## src/rtl/sum_tx_pkg.sv

```systemverilog
// Shared types and constants for the sum message transmit sequencer.
package sum_tx_pkg;

  typedef enum logic [2:0] {
    IDLE,
    START,
    WAIT_ACK,
    WAIT_DONE,
    GAP
  } state_t;

  localparam logic [7:0] PLUS   = 8'h2B;
  localparam logic [7:0] EQUALS = 8'h3D;
  localparam logic [7:0] CR     = 8'h0D;
  localparam logic [7:0] LF     = 8'h0A;

  localparam int MSG_LEN = 8;
  localparam int IDX_W   = $clog2(MSG_LEN);

  typedef logic [IDX_W-1:0] idx_t;

  localparam idx_t LAST_IDX = idx_t'(MSG_LEN - 1);

endpackage

```

## src/rtl/hex_ascii_enc.sv

```systemverilog
// Nibble to ASCII hex digit, letter case selected at elaboration.
module hex_ascii_enc #(
  parameter int UPPERCASE = 1
) (
  input  logic [3:0] i_nib,
  output logic [7:0] o_ascii
);

  localparam logic [7:0] ALPHA_BASE = (UPPERCASE != 0) ? 8'h41 : 8'h61;

  // Digits map onto '0'..'9', values 10..15 onto the letter range.
  always_comb begin
    if (i_nib < 4'd10) o_ascii = 8'h30 + {4'h0, i_nib};
    else               o_ascii = ALPHA_BASE + {4'h0, i_nib} - 8'd10;
  end

endmodule

```

## src/rtl/sum_tx_sequencer.sv

```systemverilog
// Streams "A+B=SS\r\n" to a UART TX via its start/busy handshake,
// with a one-deep pending request buffer and a sticky overrun flag.
module sum_tx_sequencer
  import sum_tx_pkg::*;
#(
  parameter int ACK_TIMEOUT = 15,
  parameter int GAP_CYCLES  = 0,
  parameter int UPPERCASE   = 1
) (
  input  logic       clk,
  input  logic       reset,
  input  logic       send_req,
  input  logic [3:0] op_a,
  input  logic [3:0] op_b,
  input  logic       tx_busy,
  output logic       tx_start,
  output logic [7:0] tx_data,
  output logic       seq_busy,
  output logic       overrun
);

  state_t     r_state;
  logic       r_req_q;
  logic [3:0] r_a, r_b, r_pa, r_pb;
  logic       r_pend;
  idx_t       r_idx;
  logic [7:0] r_cnt;
  logic       r_tx_start;
  logic [7:0] r_tx_data;
  logic       r_seq_busy;
  logic       r_overrun;

  logic       w_edge, w_byte_done, w_last;
  logic [3:0] w_src_a, w_src_b;
  idx_t       w_src_idx;
  logic [4:0] w_sum;
  logic [7:0] w_hex_a, w_hex_b, w_hex_sh, w_hex_sl, w_byte;

  assign w_edge      = send_req & ~r_req_q;
  assign w_last      = (r_idx == LAST_IDX);
  assign w_byte_done = ((r_state == WAIT_ACK) && !tx_busy && (r_cnt == 8'(ACK_TIMEOUT))) ||
                       ((r_state == WAIT_DONE) && !tx_busy);

  // Operands/index the next launched byte will come from, so tx_data can
  // be registered in the same cycle tx_start is.
  always_comb begin
    w_src_a   = r_a;
    w_src_b   = r_b;
    w_src_idx = r_idx;
    if (r_state == IDLE) begin
      w_src_a   = op_a;
      w_src_b   = op_b;
      w_src_idx = '0;
    end else if (w_byte_done) begin
      if (!w_last) begin
        w_src_idx = r_idx + idx_t'(1);
      end else begin
        // A same-cycle edge is the newest request and wins over the buffer.
        w_src_a   = w_edge ? op_a : r_pa;
        w_src_b   = w_edge ? op_b : r_pb;
        w_src_idx = '0;
      end
    end
  end

  assign w_sum = {1'b0, w_src_a} + {1'b0, w_src_b};

  hex_ascii_enc #(.UPPERCASE(UPPERCASE)) u_enc_a  (.i_nib(w_src_a),            .o_ascii(w_hex_a));
  hex_ascii_enc #(.UPPERCASE(UPPERCASE)) u_enc_b  (.i_nib(w_src_b),            .o_ascii(w_hex_b));
  hex_ascii_enc #(.UPPERCASE(UPPERCASE)) u_enc_sh (.i_nib({3'b000, w_sum[4]}), .o_ascii(w_hex_sh));
  hex_ascii_enc #(.UPPERCASE(UPPERCASE)) u_enc_sl (.i_nib(w_sum[3:0]),         .o_ascii(w_hex_sl));

  // Message byte selected by position.
  always_comb begin
    w_byte = LF;
    case (w_src_idx)
      3'd0:    w_byte = w_hex_a;
      3'd1:    w_byte = PLUS;
      3'd2:    w_byte = w_hex_b;
      3'd3:    w_byte = EQUALS;
      3'd4:    w_byte = w_hex_sh;
      3'd5:    w_byte = w_hex_sl;
      3'd6:    w_byte = CR;
      default: w_byte = LF;
    endcase
  end

  // Sequencer FSM: request capture, byte handshake, gap timing, outputs.
  always_ff @(posedge clk or posedge reset) begin
    if (reset) begin
      r_state    <= IDLE;
      r_req_q    <= 1'b1;
      r_a        <= '0;
      r_b        <= '0;
      r_pa       <= '0;
      r_pb       <= '0;
      r_pend     <= 1'b0;
      r_idx      <= '0;
      r_cnt      <= '0;
      r_tx_start <= 1'b0;
      r_tx_data  <= '0;
      r_seq_busy <= 1'b0;
      r_overrun  <= 1'b0;
    end else begin
      r_req_q    <= send_req;
      r_tx_start <= 1'b0;

      // Requests arriving mid-message go to the buffer; last one wins.
      if (w_edge && (r_state != IDLE)) begin
        r_pa   <= op_a;
        r_pb   <= op_b;
        r_pend <= 1'b1;
        if (r_pend) r_overrun <= 1'b1;
      end

      case (r_state)
        IDLE: begin
          if (w_edge) begin
            r_a        <= op_a;
            r_b        <= op_b;
            r_idx      <= '0;
            r_state    <= START;
            r_tx_start <= 1'b1;
            r_tx_data  <= w_byte;
            r_seq_busy <= 1'b1;
          end
        end
        START: begin
          r_state <= WAIT_ACK;
          r_cnt   <= '0;
        end
        WAIT_ACK: begin
          if (tx_busy)           r_state <= WAIT_DONE;
          else if (!w_byte_done) r_cnt   <= r_cnt + 8'd1;
        end
        GAP: begin
          if (r_cnt == 8'(GAP_CYCLES - 1)) begin
            r_state    <= START;
            r_tx_start <= 1'b1;
            r_tx_data  <= w_byte;
          end else begin
            r_cnt <= r_cnt + 8'd1;
          end
        end
        default: ;
      endcase

      if (w_byte_done) begin
        if (!w_last) begin
          r_idx <= w_src_idx;
          if (GAP_CYCLES > 0) begin
            r_state <= GAP;
            r_cnt   <= '0;
          end else begin
            r_state    <= START;
            r_tx_start <= 1'b1;
            r_tx_data  <= w_byte;
          end
        end else if (r_pend || w_edge) begin
          r_a        <= w_src_a;
          r_b        <= w_src_b;
          r_idx      <= '0;
          r_pend     <= 1'b0;
          r_state    <= START;
          r_tx_start <= 1'b1;
          r_tx_data  <= w_byte;
        end else begin
          r_state    <= IDLE;
          r_seq_busy <= 1'b0;
        end
      end
    end
  end

  assign tx_start = r_tx_start;
  assign tx_data  = r_tx_data;
  assign seq_busy = r_seq_busy;
  assign overrun  = r_overrun;

endmodule
```

## config.mk

```make
export PLATFORM = sky130hd
export DESIGN_NAME = sum_tx_sequencer
export DESIGN_NICKNAME = d
export VERILOG_FILES = /design/src/rtl/sum_tx_pkg.sv /design/src/rtl/hex_ascii_enc.sv /design/src/rtl/sum_tx_sequencer.sv
export SDC_FILE = /design/constraint.sdc
export NUM_CORES = 1
export LEC_CHECK = 0
export CORE_MARGIN = 2
export CORE_UTILIZATION = 45
export CTS_BUF_LIST = sky130_fd_sc_hd__clkbuf_8
export DETAILED_ROUTE_END_ITERATION = 12
export MAX_ROUTING_LAYER = met4
export PLACE_DENSITY_LB_ADDON = 0.05
export SYNTH_ARGS = -nofsm -noshare
export SYNTH_HDL_FRONTEND = slang
export SYNTH_SLANG_ARGS = --single-unit
```

## constraint.sdc

```tcl
create_clock -name clk -period 9.94 [get_ports clk]
set_input_delay 1.491 -clock clk [delete_from_list [all_inputs] [get_ports clk]]
set_output_delay 1.491 -clock clk [all_outputs]
set_load 0.1 [all_outputs]
```

* Yosys cells after proc, flatten, opt, wreduce, memory -nomap -nowiden
Index checks and enable logic that the tools add are counted.
Cells by class: add/sub/neg operators 15, $lt $le $gt $ge 4, equality and inequality tests 19, mux-type cells 63, bitwise gates (word level) 2, reductions and logical operators 15
Operator list (number):
- 8-bit 2-to-1 mux | 12
- 4-bit 2-to-1 mux | 18
- 8-bit one-hot mux with 7 select lines | 1
- 3-bit 2-to-1 mux | 12
- 8-bit by 4-bit subtractor with 8-bit output (second input constant) | 4
- 7-bit by 4-bit adder with 8-bit output (first input constant) | 3
- 8-bit one-hot mux with 3 select lines | 1
- 6-bit by 4-bit adder with 7-bit output (first input constant) | 3
- 1-bit 2-to-1 mux | 16
- 8-bit one-hot mux with 2 select lines | 1
- 3-bit == test (second input constant) | 5
- 3-bit by 2-bit == test with 1-bit output (second input constant) | 4
- 4-bit less-than comparator (second input constant) | 3
- 3-bit one-hot mux with 4 select lines | 1
- 3-bit inequality test (second input constant) | 3
- 7-bit by 1-bit adder with 8-bit output (first input constant) | 1
- 8-bit by 1-bit adder with 8-bit output (second input constant) | 1
- 8-bit by 4-bit == test with 1-bit output (second input constant) | 1
- 8-bit == test (second input constant) | 1
- 4-bit AND reduction | 2
- 6-bit by 1-bit adder with 7-bit output (first input constant) | 1
- 3-bit by 1-bit == test with 1-bit output (second input constant) | 2
- 3-bit logical NOT | 2
- 2-bit inequality test (second input constant) | 3
- other kinds (12) | 17
Storage, ports and cells: register bits 43

* Longest topological paths before layout
Gate-level depths: netlist of the first run.
depth after elaboration 16, depth in mapped cells 19, gate-level depth less buffers 17

* Cells and area by module
From an unflattened synthesis of the first run, not the netlist that was laid out.
Unflattened totals: cells, all modules 374, area, all modules 3352.0 µm²
By module, submodules not included:
- sum_tx_sequencer | instances 1, cells each 310, area an instance 2931.6 µm², seq. area each 1052.3 µm²
- hex_ascii_enc | instances 4, cells each 16, area an instance 105.1 µm², seq. area each 0.0 µm²

* Worst setup path before layout of the first run
Ideal clock, no wire load.
path type input to register, from in tx_busy, to reg r_tx_data[4], in the netlist tx_data[4], library setup time 122 ps, data arrival time 4668 ps, data required time 9818 ps, slack 5150 ps, stages 16, cells stage by stage nand4b_1 > o41ai_4 > buf_4 > mux2i_1 > nand2_1 > inv_1 > ha_1 > inv_1 > fa_1 > ha_1 > o21ai_0 > a21oi_1 > a31oi_1 > a2bb2oi_1 > o311ai_0 > a22o_1
On the way: longest elaborated chain between the ends 16, elaborated cells on any way between the ends 46, classes of those cells add/sub: 13; order compare: 4; eq/ne: 6; mux: 17; reduce/logical: 6
RTL lines:
- start: declaration | RTL line sum_tx_sequencer.sv:15 | input logic tx_busy,
- 1-bit logical NOT (*) | RTL line sum_tx_sequencer.sv:41, sum_tx_sequencer.sv:42
- 1-bit logical AND (2 in a row) | RTL line sum_tx_sequencer.sv:41 | assign w_byte_done = ((r_state == WAIT_ACK) && !tx_busy && (r_cnt == 8'(ACK_TIMEOUT))) ||
- 1-bit logical OR (*) | RTL line sum_tx_sequencer.sv:41
- 4-bit 2-to-1 mux | RTL line sum_tx_sequencer.sv:54 | end else if (w_byte_done) begin
- 4-bit 2-to-1 mux | RTL line sum_tx_sequencer.sv:50 | if (r_state == IDLE) begin
- 4-bit by 4-bit adder with 5-bit output | RTL line sum_tx_sequencer.sv:66 | assign w_sum = {1'b0, w_src_a} + {1'b0, w_src_b};
- 7-bit by 4-bit adder with 8-bit output / 7-bit by 1-bit adder with 8-bit output (equally long branches) | RTL line hex_ascii_enc.sv:14 | else o_ascii = ALPHA_BASE + {4'h0, i_nib} - 8'd10;
- 8-bit by 4-bit subtractor with 8-bit output | RTL line hex_ascii_enc.sv:14
- 8-bit 2-to-1 mux | RTL line hex_ascii_enc.sv:13 | if (i_nib < 4'd10) o_ascii = 8'h30 + {4'h0, i_nib};
- 8-bit one-hot mux with 7 select lines | RTL line sum_tx_sequencer.sv:76 | case (w_src_idx)
- 8-bit 2-to-1 mux, on equally long branches | RTL line sum_tx_sequencer.sv:137, sum_tx_sequencer.sv:118
- 8-bit one-hot mux with 2 select lines | RTL line sum_tx_sequencer.sv:116 | case (r_state)
- 8-bit 2-to-1 mux | RTL line sum_tx_sequencer.sv:159 | end else if (r_pend || w_edge) begin
- 8-bit 2-to-1 mux | RTL line sum_tx_sequencer.sv:149 | if (!w_last) begin
- 8-bit 2-to-1 mux (*) | RTL line sum_tx_sequencer.sv:148 | if (w_byte_done) begin
- end signal: assignment | RTL line sum_tx_sequencer.sv:124 | r_tx_data <= w_byte;
- end signal: assignment | RTL line sum_tx_sequencer.sv:157 | r_tx_data <= w_byte;
- end signal: assignment | RTL line sum_tx_sequencer.sv:166 | r_tx_data <= w_byte;
- end: declaration | RTL line sum_tx_sequencer.sv:29 | logic [7:0] r_tx_data;
Every way passes the cells marked *; elsewhere a longest branch is shown, timed or not. A chain may end at the register's enable or synchronous reset.

* Worst setup path after layout of the first run
Same ends and word-level chain as after synthesis.

==> results, run 1 <==
- The run finished with clean final reports.
- The relative contribution of sequential cells to total power is a little over a fifth.
- In this run switching power makes up between 50% and 60% of total power.
- The most common cell in the synthesized netlist is dfrtp_1.
- In this run, the number of DRC markers left after iteration 0 of detailed routing was approximately 130.
- The tool flagged a number of max-cap violations equal to 0.
- Once detail routing completed, the nets flagged for antenna violations numbered 0.
- Once layout is complete, the utilization of the core stands at between 50 and 60%.
- The number of global-route vias before repair is 2671.
- In this run the core area contains 30 standard-cell rows.
- Once the floorplan was initialized, standard cells occupied between 40% and 50% of the core.
- In this run the deepest clock path goes through 2 buffers.
- The critical path starts at tx_busy.
- The final hold violation count is 0.
- The setup total negative slack is 0 ns.
- The design internal power is about 0.60 mW.
- The synthesized design spends more area on one cell type than any other, namely dfrtp_1.
- Once detailed placement completed, the half-perimeter wirelength came to between 5000 and 6000 µm.
- The number of cells traversed by the worst register-to-register path is 17.
- Summing every instance area after synthesis gives between 3000 and 4000 µm².
- The total of cells resized after clock tree synthesis is 0.
- In the synthesized netlist the async set-or-reset flop fraction comes to 100.0%.
- For this run, design rule violations remaining after detail routing come to 0.
- The post-synthesis net count is between 300 and 400.
- For the worst setup path, the data required time is ~10 ns.
- The share of synthesized area in the top cell type comes to around a third.
- Synthesis inferred 42 register bits.
- Compared with the post-synthesis result, the final layout area differs by 12.99%.
- The TritonCTS buffer count is 5.
- The startpoint identified for the worst register-to-register timing path is r_idx[0].
- Summed over all layers, the global routing overflow is 0.
- After routing the design area is about 3500 µm².
- STA classifies the critical path startpoint as an input port.
- The first detailed-routing pass ran for 4 iterations.
- The port buffer count is 22.
- The number of antenna violations at the first check in global routing is 0.
- Entering global routing, the biggest net connects 43 pins.
- The sequential cell area fraction in the yosys report is between 30% and 40%.
- The number of antenna diodes in the final layout is 0.
- The ratio of cells with drive above 1 in the final layout is around a tenth.
- The later-pin clock latency in the skew report is about 0.29 ns.
- The final critical path takes up between 50% and 60% of the cycle.
- The transition time at the pin with the least slew margin is roughly 1 ns.
- The count of flip-flops with a built-in enable after synthesis is 0.
- The clock net in this run drives a total of 42 sinks.
- After clock tree synthesis, the clock-pin slew on the worst setup and hold paths is 0.08 ns.
- The top flip-flop cell by instance count after synthesis is dfrtp_1.
- The clock network burns 10.4% of the power.
- The wire length after detailed routing is 7427 µm.
- TritonCTS built the clock tree.
- Once placement finished, the instance area stood at 3372 µm².
- The worst hold margin is 0.4576 ns.
- The hold path startpoint is overrun.
- The commonest cells after synthesis are dfrtp_1, nor2_1, mux2i_1.
- From left edge to right edge, the die measures between 80 and 90 µm.
- The floorplan step defined a die boundary enclosing approximately 7500 µm².
- Total power for the finished layout comes to ~1.2 mW.
- The analysis attributes to cell leakage a power of between 1.5 and 2 nW.
- For the finished layout, the period the worst path requires is 5.631 ns.
- The arrival time at the worst endpoint is 5.81 ns.
- Yosys attributes the largest share of cell area to dfrtp_1, mux2i_1, ha_1, mux2_2, nor2_1.
- After technology mapping, the gate count stands at about 340.
- The first global-routing pass estimated between 10000 and 15000 µm of wire.
- Using the TritonRoute via totals, the vias-per-cell ratio works out to about 6.0.
- The final-report setup violation count is 0.
- Buffers added to address setup during post-CTS repair amount to 0.
- The cell sitting at the root of the clock tree is a clkbuf_8.
- In the final routed layout, each cell accounts on average for 16.88 µm.
- The analysis attributes to net switching a power of a little over 0.6 mW.
- The number of distinct standard cells referenced by the synthesized netlist is 63.
- The endpoint type of the worst setup path is a flip-flop.
- The total count of max-transition violations in the final report is 0.
- In this run the power density over the cells is 348.6 nW/µm².
- For this design, the CTS-stage hold fixing added 0 buffers.
- The worst slew margin relative to its limit is just over 30%.
- The global routing usage summed across all routing layers is between 20% and 30%.
- Counting instances, the worst hold path has a depth of 1.
- The achievable clock frequency is roughly 180 MHz.
- The count of yosys warnings during synthesis is 0.
- The routability-driven placement congestion ratio is approximately 0.9.
- 23 I/O pins were placed.
- The H-tree level count is 2.
- The portion of total power attributed to combinational logic is approximately two thirds.
- From bottom edge to top edge, the die measures just under 90 µm.
- The largest driver fanout on the critical path is 14.
- The critical path in this run is classified as in -> reg.
- The largest clock skew in the final design is 0.004315 ns.
- Setup repair after global routing left no endpoint under its margin.
- At the end of the flow, the number of nets in the layout was about 390.
- VDD sags by at most around 0.21 mV.
- The placeable core region is about 6700 µm².
- The total number of vias is 2629.
- The min-delay analysis places its worst path in the category reg -> reg.
- The average cell area after synthesis is roughly 9.0 µm².
area by class of cell:
type / instances / area (µm²)
fill: 654 / 3237
multi-input combinational: 264 / 1894
sequential: 42 / 1052
timing repair buffer: 26 / 250.2
clock buffer: 8 / 110.1
tap: 80 / 100.1
inverter: 20 / 75.07
sequential cells by signal (all words and copies together), names as in the netlist:
register / flops
tx_start: 1
overrun: 1
r_state: 2
tx_data: 8
r_pb: 4
r_req_q: 1
r_idx: 3
r_a: 4
r_pend: 1
r_cnt: 8
seq_busy: 1
r_b: 4
r_pa: 4
layout by cell type, fill, tap and decap left out, types with 8 or more instances in the layout:
cell type	count
clkbuf_8	8
ha_1	14
mux2_2	13
nor2b_1	13
clkdlybuf4s50_1	22
dfrtp_1	41
o21ai_0	19
a21oi_1	12
inv_1	19
nor3_1	11
nand3_1	14
mux2i_1	21
nand2_1	19
nor2_1	29
critical path, cell delays in order:
cell	delay [ns]
clkdlybuf4s50_1	0.49
nand4b_1	0.30
o41ai_4	0.95
mux2i_1	0.31
nand2_1	0.11
inv_1	0.12
ha_1	0.21
inv_1	0.06
fa_1	0.51
ha_1	0.25
o21ai_0	0.23
a21oi_1	0.11
a31oi_1	0.15
a2bb2oi_1	0.17
o311ai_0	0.13
a22o_1	0.21
path summary, 6_finish.rpt:
kind / endpoint / slack (ns)
max: tx_data[4] / 4.31
min reg2reg: overrun / 0.46
min: overrun / 0.46
min in group asynchronous: r_cnt[7] / 1.70
max reg2reg: tx_data[4] / 5.20
max in group asynchronous: r_b[2] / 7.68
cell families (layout without fill, tap and decap cells):
| family | after synthesis | in the layout | synth area share [%] |
|---|---|---|---|
| AO/OA/AOI/OAI | 91 | 91 | 21.76 |
| XOR/XNOR | 7 | 7 | 1.989 |
| adder cells (fa/ha/maj) | 15 | 15 | 6.334 |
| buffers and inverters | 35 | 54 | 4.385 |
| flip-flops | 42 | 42 | 34.15 |
| multiplexers | 35 | 35 | 11.94 |
| AND/OR/NAND/NOR | 116 | 116 | 19.45 |
metrics by stage:
stage | setup WS, ns | cells
finish | 4.309 | 440
floorplan | 5.150 | 341
detailed placement | 4.041 | 432
CTS | 4.340 | 440
global placement | 4.146 | 432
global route | 3.895 | 440
layer usage:
| layer | track usage [%] | part of all wire [%] | vias to the layer above |
|---|---|---|---|
| li1 | - | - | 1290 |
| met1 | 29.16 | 47 | 1268 |
| met2 | 35.03 | 48 | 56 |
| met3 | 3.143 | 3.1 | 15 |
| met4 | 6.960 | 2.0 | 0 |
| met5 | - | 0 | - |
power by group through the flow:
stage	Clock [mW]	Sequential [mW]	Combinational (mW)
final	0.127	0.256	0.831
after global routing	0.137	0.265	0.918
after CTS	0.131	0.257	0.824
after detailed placement	0	0.260	0.820
after global placement	0	0.259	0.821
after floorplan	0	0.355	0.551
(Power assumes the default switching activity.)
==> run 2, diff against run 1 <==
==> constraint.sdc (replaced) <==
create_clock -name clk -period 4.9 [get_ports clk]
set_input_delay 0.735 -clock clk [delete_from_list [all_inputs] [get_ports clk]]
set_output_delay 0.735 -clock clk [all_outputs]
set_load 0.1 [all_outputs]
==> run 2 against run 1 <==
Register-to-register slack got worse by 4.6 ns. Setup slack got worse by 3.8 ns. First-iteration DRC count fell by 16%. Die area did not move. Core utilization rose by 1.4 points. Clock skew rose by 0.0095 ns. Non-clock buffer count rose by 9. Total power rose by 110%. Largest cell class unchanged. Final cell count rose by 2.0%. Combinational power rose by 110%.
==> results, run 2 (synthesis gave the netlist of run 1 again) <==
- The global routing usage summed across all routing layers is 23.11% (+1.1 points).
- The violation count after the first detailed-route iteration is 109 (-16%).
- The global-route wire length before repair is 13220 µm (+2.4%).
- The transition time at the pin with the least slew margin is 0.9728 ns (-0.05776 ns).
- The clock net sink count is 42 (unchanged).
- The endpoint type of the worst setup path is a flip-flop.
- The die boundary height is 86.76 µm (unchanged).
- The maximum count of clock buffers along a single path is 2 (unchanged).
- The power density relative to cell area is 727.9 nW/µm² (+110%).
- The worst hold margin was 0.4606 ns (+0.002970 ns).
- The register clock-pin slew on the reported worst setup and hold paths is 0.09 ns (about the same).
- The mean routed wirelength per cell is 17.48 µm (+3.6%).
- The class of the tightest hold or removal check is reg -> reg.
- The routed design could run at a clock period as short as 4.405 ns.
- The number of cells on the worst hold path was 1 (unchanged).
- The reg2reg setup slack came to 0.61 ns (-4.59 ns).
- The later-pin clock latency in the skew report is 0.31 ns (+0.02 ns).
- The total die area was 7526 µm² (unchanged).
- The H-tree level count is 2 (unchanged).
- The TritonCTS buffer count is 5 (unchanged).
- The placeable core region is 6719 µm² (unchanged).
- In the layout the commonest cells are dfrtp_1, nor2_1, clkdlybuf4s50_1.
- The cts-stage hold buffer count came to 0 (unchanged).
- The worst slew margin relative to its limit came to 34.94% (+3.9 points).
- The largest clock skew in the final design is 0.01383 ns (+0.009519 ns).
- The total I/O pin count was 23 (unchanged).
- The number of detailed-route iterations in the first pass is 4 (unchanged).
- The achievable clock frequency is around 230 MHz.
- TritonCTS built the clock tree.
- The via density per instance is 6.004 (+0.49%).
- The biggest cell delay along the critical path was 0.64 ns (-0.31 ns).
- From synthesis to final layout, the design area changed by 16.08%.
- The final-report setup violation count came to 0 (unchanged).
- The wire length after detailed routing is 7849 µm (+5.7%).
- The library cell used most frequently in the layout, excluding fill and tap cells, is dfrtp_1.
- The total of max-cap violations is 0 (unchanged).
- The number of inserted diodes is 0 (unchanged).
- The run finished with clean final reports.
- The total number of vias is 2696 (+2.5%).
- The routability-driven placement congestion ratio is 0.8744 (-3.7%).
- The worst setup slack before clock tree synthesis is 0.2362 ns (-3.805 ns).
- The ratio of cells with drive above 1 in the final layout was 11.65% (+2.2 points).
- The final layout net count is 395 (+2.3%).
- The kind of launch point of the worst setup path is an input port.
- The arrival time at the worst endpoint came to 4.61 ns (-1.20 ns).
- The setup total negative slack is 0 ns (unchanged).
- The peak supply drop is 0.4747 mV (+120%).
- The row count is 30 (unchanged).
- The leakage power total was 1.557 nW (+3.7%).
- The number of global-route vias before repair came to 2740 (+2.6%).
- The tree is rooted in a clkbuf_8.
- Traced cell by cell, the critical path runs through clkdlybuf4s50_1 -> nand4b_1 -> or4_1 -> a21o_1 -> nand2_1 -> inv_1 -> ha_1 -> inv_1 -> fa_1 -> ha_1 -> o21ai_0 -> a21oi_1 -> a31oi_1 -> a2bb2oi_1 -> o311ai_0 -> a22o_1.
- The slowest stage of the critical path belongs to the cell or4_1.
- The largest driver fanout on the critical path is 5 (-9).
- The total of cells resized after clock tree synthesis came to 0 (unchanged).
- The total count of max-transition violations in the final report is 0 (unchanged).
- The filler cell count is 640 (-2.1%).
- The largest net degree at the start of global routing is 43 (unchanged).
- The number of antenna violations at the first check in global routing is 0 (unchanged).
- The port buffer count came to 22 (unchanged).
- The remaining global-route overflow came to 0 (unchanged).
- The number of cells traversed by the worst register-to-register path came to 17 (unchanged).
- The final critical path takes up 89.89% of the cycle.
- The starting density of the core is 45.87% (unchanged).
- The die width is 86.76 µm (unchanged).
- Setup repair after global routing left no endpoint under its margin.
- The count of buffers added by post-CTS timing repair for setup was 0 (unchanged).
- The remaining antenna violation count after routing is 0 (unchanged).
- The number of DRC violations after detailed routing is 0 (unchanged).
- The post-DP HPWL came to 5893 µm (+7.2%).
- The data required time at the worst endpoint is 5.10 ns (-5.02 ns).
- The critical setup path kind is in -> reg.
- The total power is 2.604 mW (+110%).
- The final hold violation count is 0 (unchanged).
- The worst-case setup margin in the final layout is 0.4953 ns (-3.813 ns).
## run 2: cell count changes in the layout (fill, tap and decap cells not counted)
cell	previous run	this run
bufinv_16	0	2
clkbuf_8	8	5
clkinv_4	0	1
buf_4	4	13
## run 2: per-layer routing
metal  track usage, %  part of all wire (%)  wire, µm
met2            37.55                    48      3786
met4            5.398                   1.3       105
met3            4.476                   2.6       202
met1            29.85                    48      3754
met5                -                     0         0
## run 2: final cells by class
type / count / area, µm² / share of cell area [%]
flip-flops and latches: 42 / 1052 / 29.42
multi-input cells: 264 / 1894 / 52.96
clock inverters: 3 / 68.82 / 1.924
well taps: 80 / 100.1 / 2.798
repair buffers: 35 / 317.8 / 8.884
inverters: 20 / 75.07 / 2.099
clock buffers: 5 / 68.82 / 1.924
## run 2: worst paths after layout
kind,endpoint,from
worst max-delay path,tx_data[4],tx_busy
worst min-delay path,overrun,overrun
worst max register to register,tx_data[4],r_state[0]
worst min register to register,overrun,overrun
max in group asynchronous,r_a[3],reset
min in group asynchronous,r_idx[2],reset
## run 2: power breakdown
| group | total [mW] | internal, mW | leakage, nW | switching [mW] |
|---|---|---|---|---|
| clock | 0.342 | 0.204 | 0.0683 | 0.137 |
| sequential | 0.523 | 0.454 | 0.519 | 0.0693 |
| combinational | 1.74 | 0.663 | 0.969 | 1.08 |
| total | 2.60 | 1.32 | 1.56 | 1.28 |
## run 2: metrics by stage
step                      instances  utilization, %  cell area [µm²]
after floorplan                 341               -             3082
after global placement          441           51.19             3440
after detailed placement        441           51.19             3440
after CTS                       449           53.24             3577
after global routing            449           53.24             3577
final                           449           53.24             3577
## run 2: critical path, delay by kind of cell
kind	cells	cell delay, ns
AOI/OAI and AO/OA	7	1.24
and+or+nand+nor	3	1.04
adders and majority gates	3	0.95
buffers and inverters	3	0.62
